<file path="src/rtl/game_timer_pkg.sv">
// Shared definitions for the maze game elapsed-time counter.
// Holds the FSM state width and state encodings used by game_timer.
package game_timer_pkg;

    localparam int ST_W = 2;

    localparam logic [ST_W-1:0] ST_IDLE  = 2'b00;
    localparam logic [ST_W-1:0] ST_RUN   = 2'b01;
    localparam logic [ST_W-1:0] ST_PAUSE = 2'b10;
    localparam logic [ST_W-1:0] ST_DONE  = 2'b11;

endpackage

</file>
<file path="src/rtl/game_timer_tick_gen.sv">
// Prescaler for the game timer: strobes tick once every DIV enabled cycles.
// Ports: clk, reset (async, active-high), en (advance), clr (restart phase), tick (strobe out).
module tick_gen #(
    parameter int DIV = 10
) (
    input  logic clk,
    input  logic reset,
    input  logic en,
    input  logic clr,
    output logic tick
);

    localparam int PW = (DIV > 1) ? $clog2(DIV) : 1;
    localparam logic [PW-1:0] LAST = PW'(DIV - 1);

    logic [PW-1:0] pre;

    assign tick = en && (pre == LAST);

    // Holding pre while en is low keeps the phase across a pause.
    always_ff @(posedge clk or posedge reset) begin
        if (reset) begin
            pre <= '0;
        end else if (clr || tick) begin
            pre <= '0;
        end else if (en) begin
            pre <= pre + 1'b1;
        end
    end

endmodule

</file>
<file path="src/rtl/game_timer.sv">
// Elapsed-time counter for the maze game, feeding the FND display's binary input.
// Ports: clk, reset (async, active-high), start/pause/goal/clear pulses, show_best level,
//   time_out (registered count), running, done, timeout.
// Optional best-time tracking is enabled by defining BEST_TIME_EN.
module game_timer
    import game_timer_pkg::*;
#(
    parameter int CLK_HZ    = 100_000_000,
    parameter int TICK_HZ   = 1,
    parameter int MAX_COUNT = 999,
    parameter int OUT_W     = 12
) (
    input  logic             clk,
    input  logic             reset,
    input  logic             start_pulse,
    input  logic             pause_pulse,
    input  logic             goal_pulse,
    input  logic             clear_pulse,
    input  logic             show_best,
    output logic [OUT_W-1:0] time_out,
    output logic             running,
    output logic             done,
    output logic             timeout
);

    localparam int DIV = CLK_HZ / TICK_HZ;
    localparam logic [OUT_W-1:0] MAX_V  = OUT_W'(MAX_COUNT);
    localparam logic [OUT_W-1:0] SAT_AT = OUT_W'(MAX_COUNT - 1);

    logic [ST_W-1:0]  state;
    logic [ST_W-1:0]  state_nxt;
    logic [OUT_W-1:0] cnt;
    logic [OUT_W-1:0] cnt_nxt;
    logic [OUT_W-1:0] disp;
    logic             tmo_nxt;
    logic             restart;
    logic             tick;

    tick_gen #(
        .DIV (DIV)
    ) u_tick (
        .clk   (clk),
        .reset (reset),
        .en    (state == ST_RUN),
        .clr   (restart),
        .tick  (tick)
    );

    always_comb begin
        state_nxt = state;
        cnt_nxt   = cnt;
        tmo_nxt   = timeout;
        restart   = 1'b0;
        if (clear_pulse) begin
            state_nxt = ST_IDLE;
            cnt_nxt   = '0;
            tmo_nxt   = 1'b0;
            restart   = 1'b1;
        end else begin
            case (state)
                ST_IDLE: begin
                    if (start_pulse) begin
                        state_nxt = ST_RUN;
                        cnt_nxt   = '0;
                        restart   = 1'b1;
                    end
                end
                ST_RUN: begin
                    // Goal wins over a coincident tick: the pre-tick value freezes.
                    if (goal_pulse) begin
                        state_nxt = ST_DONE;
                        tmo_nxt   = 1'b0;
                    end else if (tick && cnt >= SAT_AT) begin
                        state_nxt = ST_DONE;
                        cnt_nxt   = MAX_V;
                        tmo_nxt   = 1'b1;
                    end else begin
                        if (tick) begin
                            cnt_nxt = cnt + 1'b1;
                        end
                        if (pause_pulse) begin
                            state_nxt = ST_PAUSE;
                        end
                    end
                end
                ST_PAUSE: begin
                    if (pause_pulse || start_pulse) begin
                        state_nxt = ST_RUN;
                    end
                end
                default: begin
                    if (start_pulse) begin
                        state_nxt = ST_RUN;
                        cnt_nxt   = '0;
                        tmo_nxt   = 1'b0;
                        restart   = 1'b1;
                    end
                end
            endcase
        end
    end

    always_ff @(posedge clk or posedge reset) begin
        if (reset) begin
            state   <= ST_IDLE;
            cnt     <= '0;
            running <= 1'b0;
            done    <= 1'b0;
            timeout <= 1'b0;
        end else begin
            state   <= state_nxt;
            cnt     <= cnt_nxt;
            running <= (state_nxt == ST_RUN);
            done    <= (state_nxt == ST_DONE);
            timeout <= tmo_nxt;
        end
    end

`ifdef BEST_TIME_EN
    logic [OUT_W-1:0] best;
    logic             best_valid;
    logic             goal_hit;

    assign goal_hit = (state == ST_RUN) && goal_pulse && !clear_pulse;

    // Only reset forgets the best time; clear keeps it across games.
    always_ff @(posedge clk or posedge reset) begin
        if (reset) begin
            best       <= '0;
            best_valid <= 1'b0;
        end else if (goal_hit && (!best_valid || cnt < best)) begin
            best       <= cnt;
            best_valid <= 1'b1;
        end
    end

    assign disp = show_best ? (best_valid ? best : '0) : cnt;
`else
    logic unused_show_best;
    assign unused_show_best = show_best;
    assign disp = cnt;
`endif

    always_ff @(posedge clk or posedge reset) begin
        if (reset) begin
            time_out <= '0;
        end else begin
            time_out <= disp;
        end
    end

endmodule

</file>
<file path="config.mk">
export PLATFORM = sky130hd
export DESIGN_NAME = game_timer
export DESIGN_NICKNAME = d
export VERILOG_FILES = /design/src/rtl/game_timer_pkg.sv /design/src/rtl/game_timer_tick_gen.sv /design/src/rtl/game_timer.sv
export SDC_FILE = /design/constraint.sdc
export NUM_CORES = 1
export LEC_CHECK = 0
export BUFFER_PORTS_ARGS = -buffer_cell sky130_fd_sc_hd__buf_2
export CAP_MARGIN = 20
export CORE_UTILIZATION = 55
export CTS_BUF_LIST = sky130_fd_sc_hd__clkbuf_16
export CTS_CLUSTER_SIZE = 40
export DETAILED_ROUTE_END_ITERATION = 16
export PLACE_DENSITY = 0.72
export SYNTH_ARGS = -nofsm -noshare
export SYNTH_HDL_FRONTEND = slang
export SYNTH_HIERARCHICAL = 1
export SYNTH_SLANG_ARGS = --single-unit
</file>
<file path="constraint.sdc">
create_clock -name clk -period 3.1 [get_ports clk]
set_input_delay 0.62 -clock clk [delete_from_list [all_inputs] [get_ports clk]]
set_output_delay 0.62 -clock clk [all_outputs]
set_load 0.02 [all_outputs]
</file>
==> results.cfg <==
[power]
combinationalPowerShare_pct = 13.6
total_leakage_power_nw = 1.38
p_seq_share_pct = 46.9
internal-power_mw = 1.21
ir_drop_uv = 370
power_density_nw_per_um2 = 506
pwr-share-clk_pct = 39.5
switchingPower_mw = 0.401
swShare_pct = 24.9

[setup_path]
reg2reg_setup_slack_ns = 0.45
cp_common_cell = sky130_fd_sc_hd__nor2_1
critical_path_cell_by_cell = inv_1 > ha_1 > and4_1 > nand4_1 > nor2_1 > o21a_1 > nor2_1 > a32o_1
timing.critical_path.arrival_ns = 2.83
timing.critical_path.fanout_max = 12
critical_path.endpoint_type = register
required_ns = 3.28
critical_path_class = reg2reg
largest_stage_delay_on_the_critical_path_ns = 0.50
critPathSlowestCell = sky130_fd_sc_hd__o21a_1
critPathLaunchType = register

[timing]
timing.clock.skew_ns = 0.00768
period_minus_slack_ns = 2.65
unrepaired_setup_endpoints_after_global_routing = no
final.hold.worst_slack_ns = 0.390
setup_total_negative_slack_ns = 0
setup_viol = 0
tightestPinTransition_ns = 0.717
postLayoutSetupSlackWorst_ns = 0.453
final_min_period_over_clock_period_pct = 85.4
slew-limit-headroom_pct = 52.1
timing.final.hold_violations = 0
max_freq_mhz = 378
finalMaxSlewViolations = 0

[global_route]
grt_overflow_total = 0
grt_pass1_wl_um = 9680
first_global_vias = 2019
track_usage_pct = 22.9
grt_start_max_net_pins = 30
grt_antenna_before_repair = 0

[status]
run_status = completed

[clock_tree]
cts_buffers = 5
cts_post_setup_buffers_inserted = 0
clk_latency_ns = 0.29
cts_tree = built
clkTransAtPathRegs_ns = 0.07
ctsRootBufferMaster = sky130_fd_sc_hd__clkbuf_16
cts.path.max_buffers = 2
cts_hold_repair.buffers = 0
h-tree-depth = 2
cts_resizes = 0
cts.sink_count = 56

[yosys]
main_area_contributors_after_synthesis = sky130_fd_sc_hd__dfrtp_1 (48%), sky130_fd_sc_hd__o2bb2ai_1 (4.2%), sky130_fd_sc_hd__xor2_1 (3.3%), sky130_fd_sc_hd__a21oi_1 (2.9%), sky130_fd_sc_hd__nor2_1 (2.9%)
synthesis.nets = 297
post_synth_mux_area_share_pct = 0.346
synth_top_family_by_area = simple AND/OR/NAND/NOR gates
avgSynthCellArea_um2 = 10.2
post_synth_and_or_nand_nor_area_fraction_pct = 24.3
synth_compound_gate_area_share_pct = 15.3
synth-edff-count = 0
synth_seq_area_share_pct = 48.5
netlist.top_cell.by_area = sky130_fd_sc_hd__dfrtp_1
synth-adder-area-share_pct = 2.60
synth_cell_type_count = 52
synth_async_sr_flop_share_pct = 100
yosys_warnings = 6
yosys_most_used_dff = sky130_fd_sc_hd__dfrtp_1
yosys.area_share.xor_xnor_pct = 4.24
netlist_instances = 284
post_synth_top_area_share_pct = 48.5
ys_ff_latch = 56
synthesis.area_um2 = 2890

[detailed_routing]
drt_first_pass_iters = 4
drt_first_iter_violations = 178
route.vias.total = 2222
post_drt_wl_per_cell_um = 15.1
routed_via_density = 5.93
route.antenna.remaining_nets = 0
route.final.wire_length_um = 5660
drc = 0

[final_layout]
area_growth_pct = 9.95
layout.cells.most_common_list = sky130_fd_sc_hd__dfrtp_1 (56), sky130_fd_sc_hd__nor2_1 (22), sky130_fd_sc_hd__buf_2 (20), sky130_fd_sc_hd__nand2_1 (18), sky130_fd_sc_hd__a21oi_1 (17)
final_common_cell = sky130_fd_sc_hd__dfrtp_1
fin_area_um2 = 3180
post_route_cells_drive_above_1_share_pct = 15.4
num_antenna_cells = 0
final_util_pct = 62.6
fill_cells = 444
fin_nets = 317

[placed_design]
dp_hpwl_um = 3720
place_congestion = 0.832
dp_worst_setup_slack_ns = 0.483
postPlaceCellArea_um2 = 3010
port-buffer-count = 20

[die]
row_count = 26
dieHeight_um = 74.5
die_area_um2 = 5550
floorplan.core_area_um2 = 5070
num_io_pins = 22
die_width_um = 74.5
initial_core_util_pct = 57.0

[run]
max_cap_viol_count = 0

[min_path]
timing.hold.worst.class = in2async
-- path summary, 6_finish.rpt --
path / from / end / cells after the start
setup / recovery: state[1] / cnt[3] / 8
hold / removal: reset / u_tick/pre[24] / 3
max in group asynchronous: reset / cnt[1] / 3
hold reg to reg: cnt[11] / time_out[11] / 0
min in group clk: cnt[11] / time_out[11] / 0
setup reg to reg: state[1] / cnt[3] / 8
-- metrics by stage --
step                      power (mW)  std cells
after floorplan                0.932        284
after global placement         0.983        367
after detailed placement       0.988        367
after CTS                       1.62        375
after global routing            1.68        375
final                           1.61        375
-- flip-flops by register name, indices dropped and copies added, names as in the netlist --
signal / flops
running: 1
u_tick/pre: 27
cnt: 12
state: 2
time_out: 12
timeout: 1
done: 1
-- power by group through the flow --
| stage | registers (mW) | clock network (mW) | logic, mW |
|---|---|---|---|
| 6_report | 0.754 | 0.635 | 0.219 |
| 3_5_place_dp | 0.768 | 0 | 0.220 |
| 4_1_cts | 0.754 | 0.645 | 0.221 |
| 3_3_place_gp | 0.767 | 0 | 0.216 |
| 2_1_floorplan | 0.772 | 0 | 0.160 |
| 5_1_grt | 0.756 | 0.674 | 0.246 |
-- worst max-delay path: cells and delay by family (launching register included) --
kind / cells / cell delay [ns]
buffers and inverters: 1 / 0.11
DFF: 1 / 0.40
adders and majority gates: 1 / 0.17
AOI/OAI and AO/OA: 2 / 0.79
and+or+nand+nor: 4 / 1.07
-- synth_stat cells (all sizes together) (2+ instances only) --
master and n:
and4 8, dfrtp 56, a21o 2, o21ai 15
nor3b 3, o2bb2ai 14, xnor2 3, xor2 11
and2 3, o31ai 2, a32o 2, nor4 3
nand2 18, nor2b 2, clkbuf 5, o21a 2
a221oi 2, ha 6, nand4 12, or3 13
or4 3, nand3 6, nand2b 3, buf 7
a21oi 17, inv 9, a211oi 2, and3 8
nor3 16, nor2 22
-- per-layer routing --
metal,track usage (%),part of all wire (%),routed length (um)
met2,33.1,43,2460
met4,6.92,1.3,71
met5,0,0,0
met3,3.66,3.4,191
met1,35.0,52,2940
-- kinds of logic (layout without fill, tap and decap cells) --
logic type | count (synthesis) | in the layout
and+or+nand+nor | 123 | 123
muxes | 1 | 1
adders and majority gates | 6 | 6
DFF | 56 | 56
xor gates and xnor gates | 14 | 14
buffers and inverters | 21 | 42
AOI/OAI and AO/OA | 63 | 63
-- layout make-up --
class	instances	area, um^2	area share [%]
Clock buffer	5	125	3.94
Clock inverter	3	42.5	1.34
Inverter	9	33.8	1.06
Multi-Input combinational cell	207	1350	42.5
Sequential cell	56	1400	44.1
Tap cell	70	87.6	2.75
Timing Repair Buffer	25	138	4.33
No activity file was read; power rests on OpenSTA's default activity.
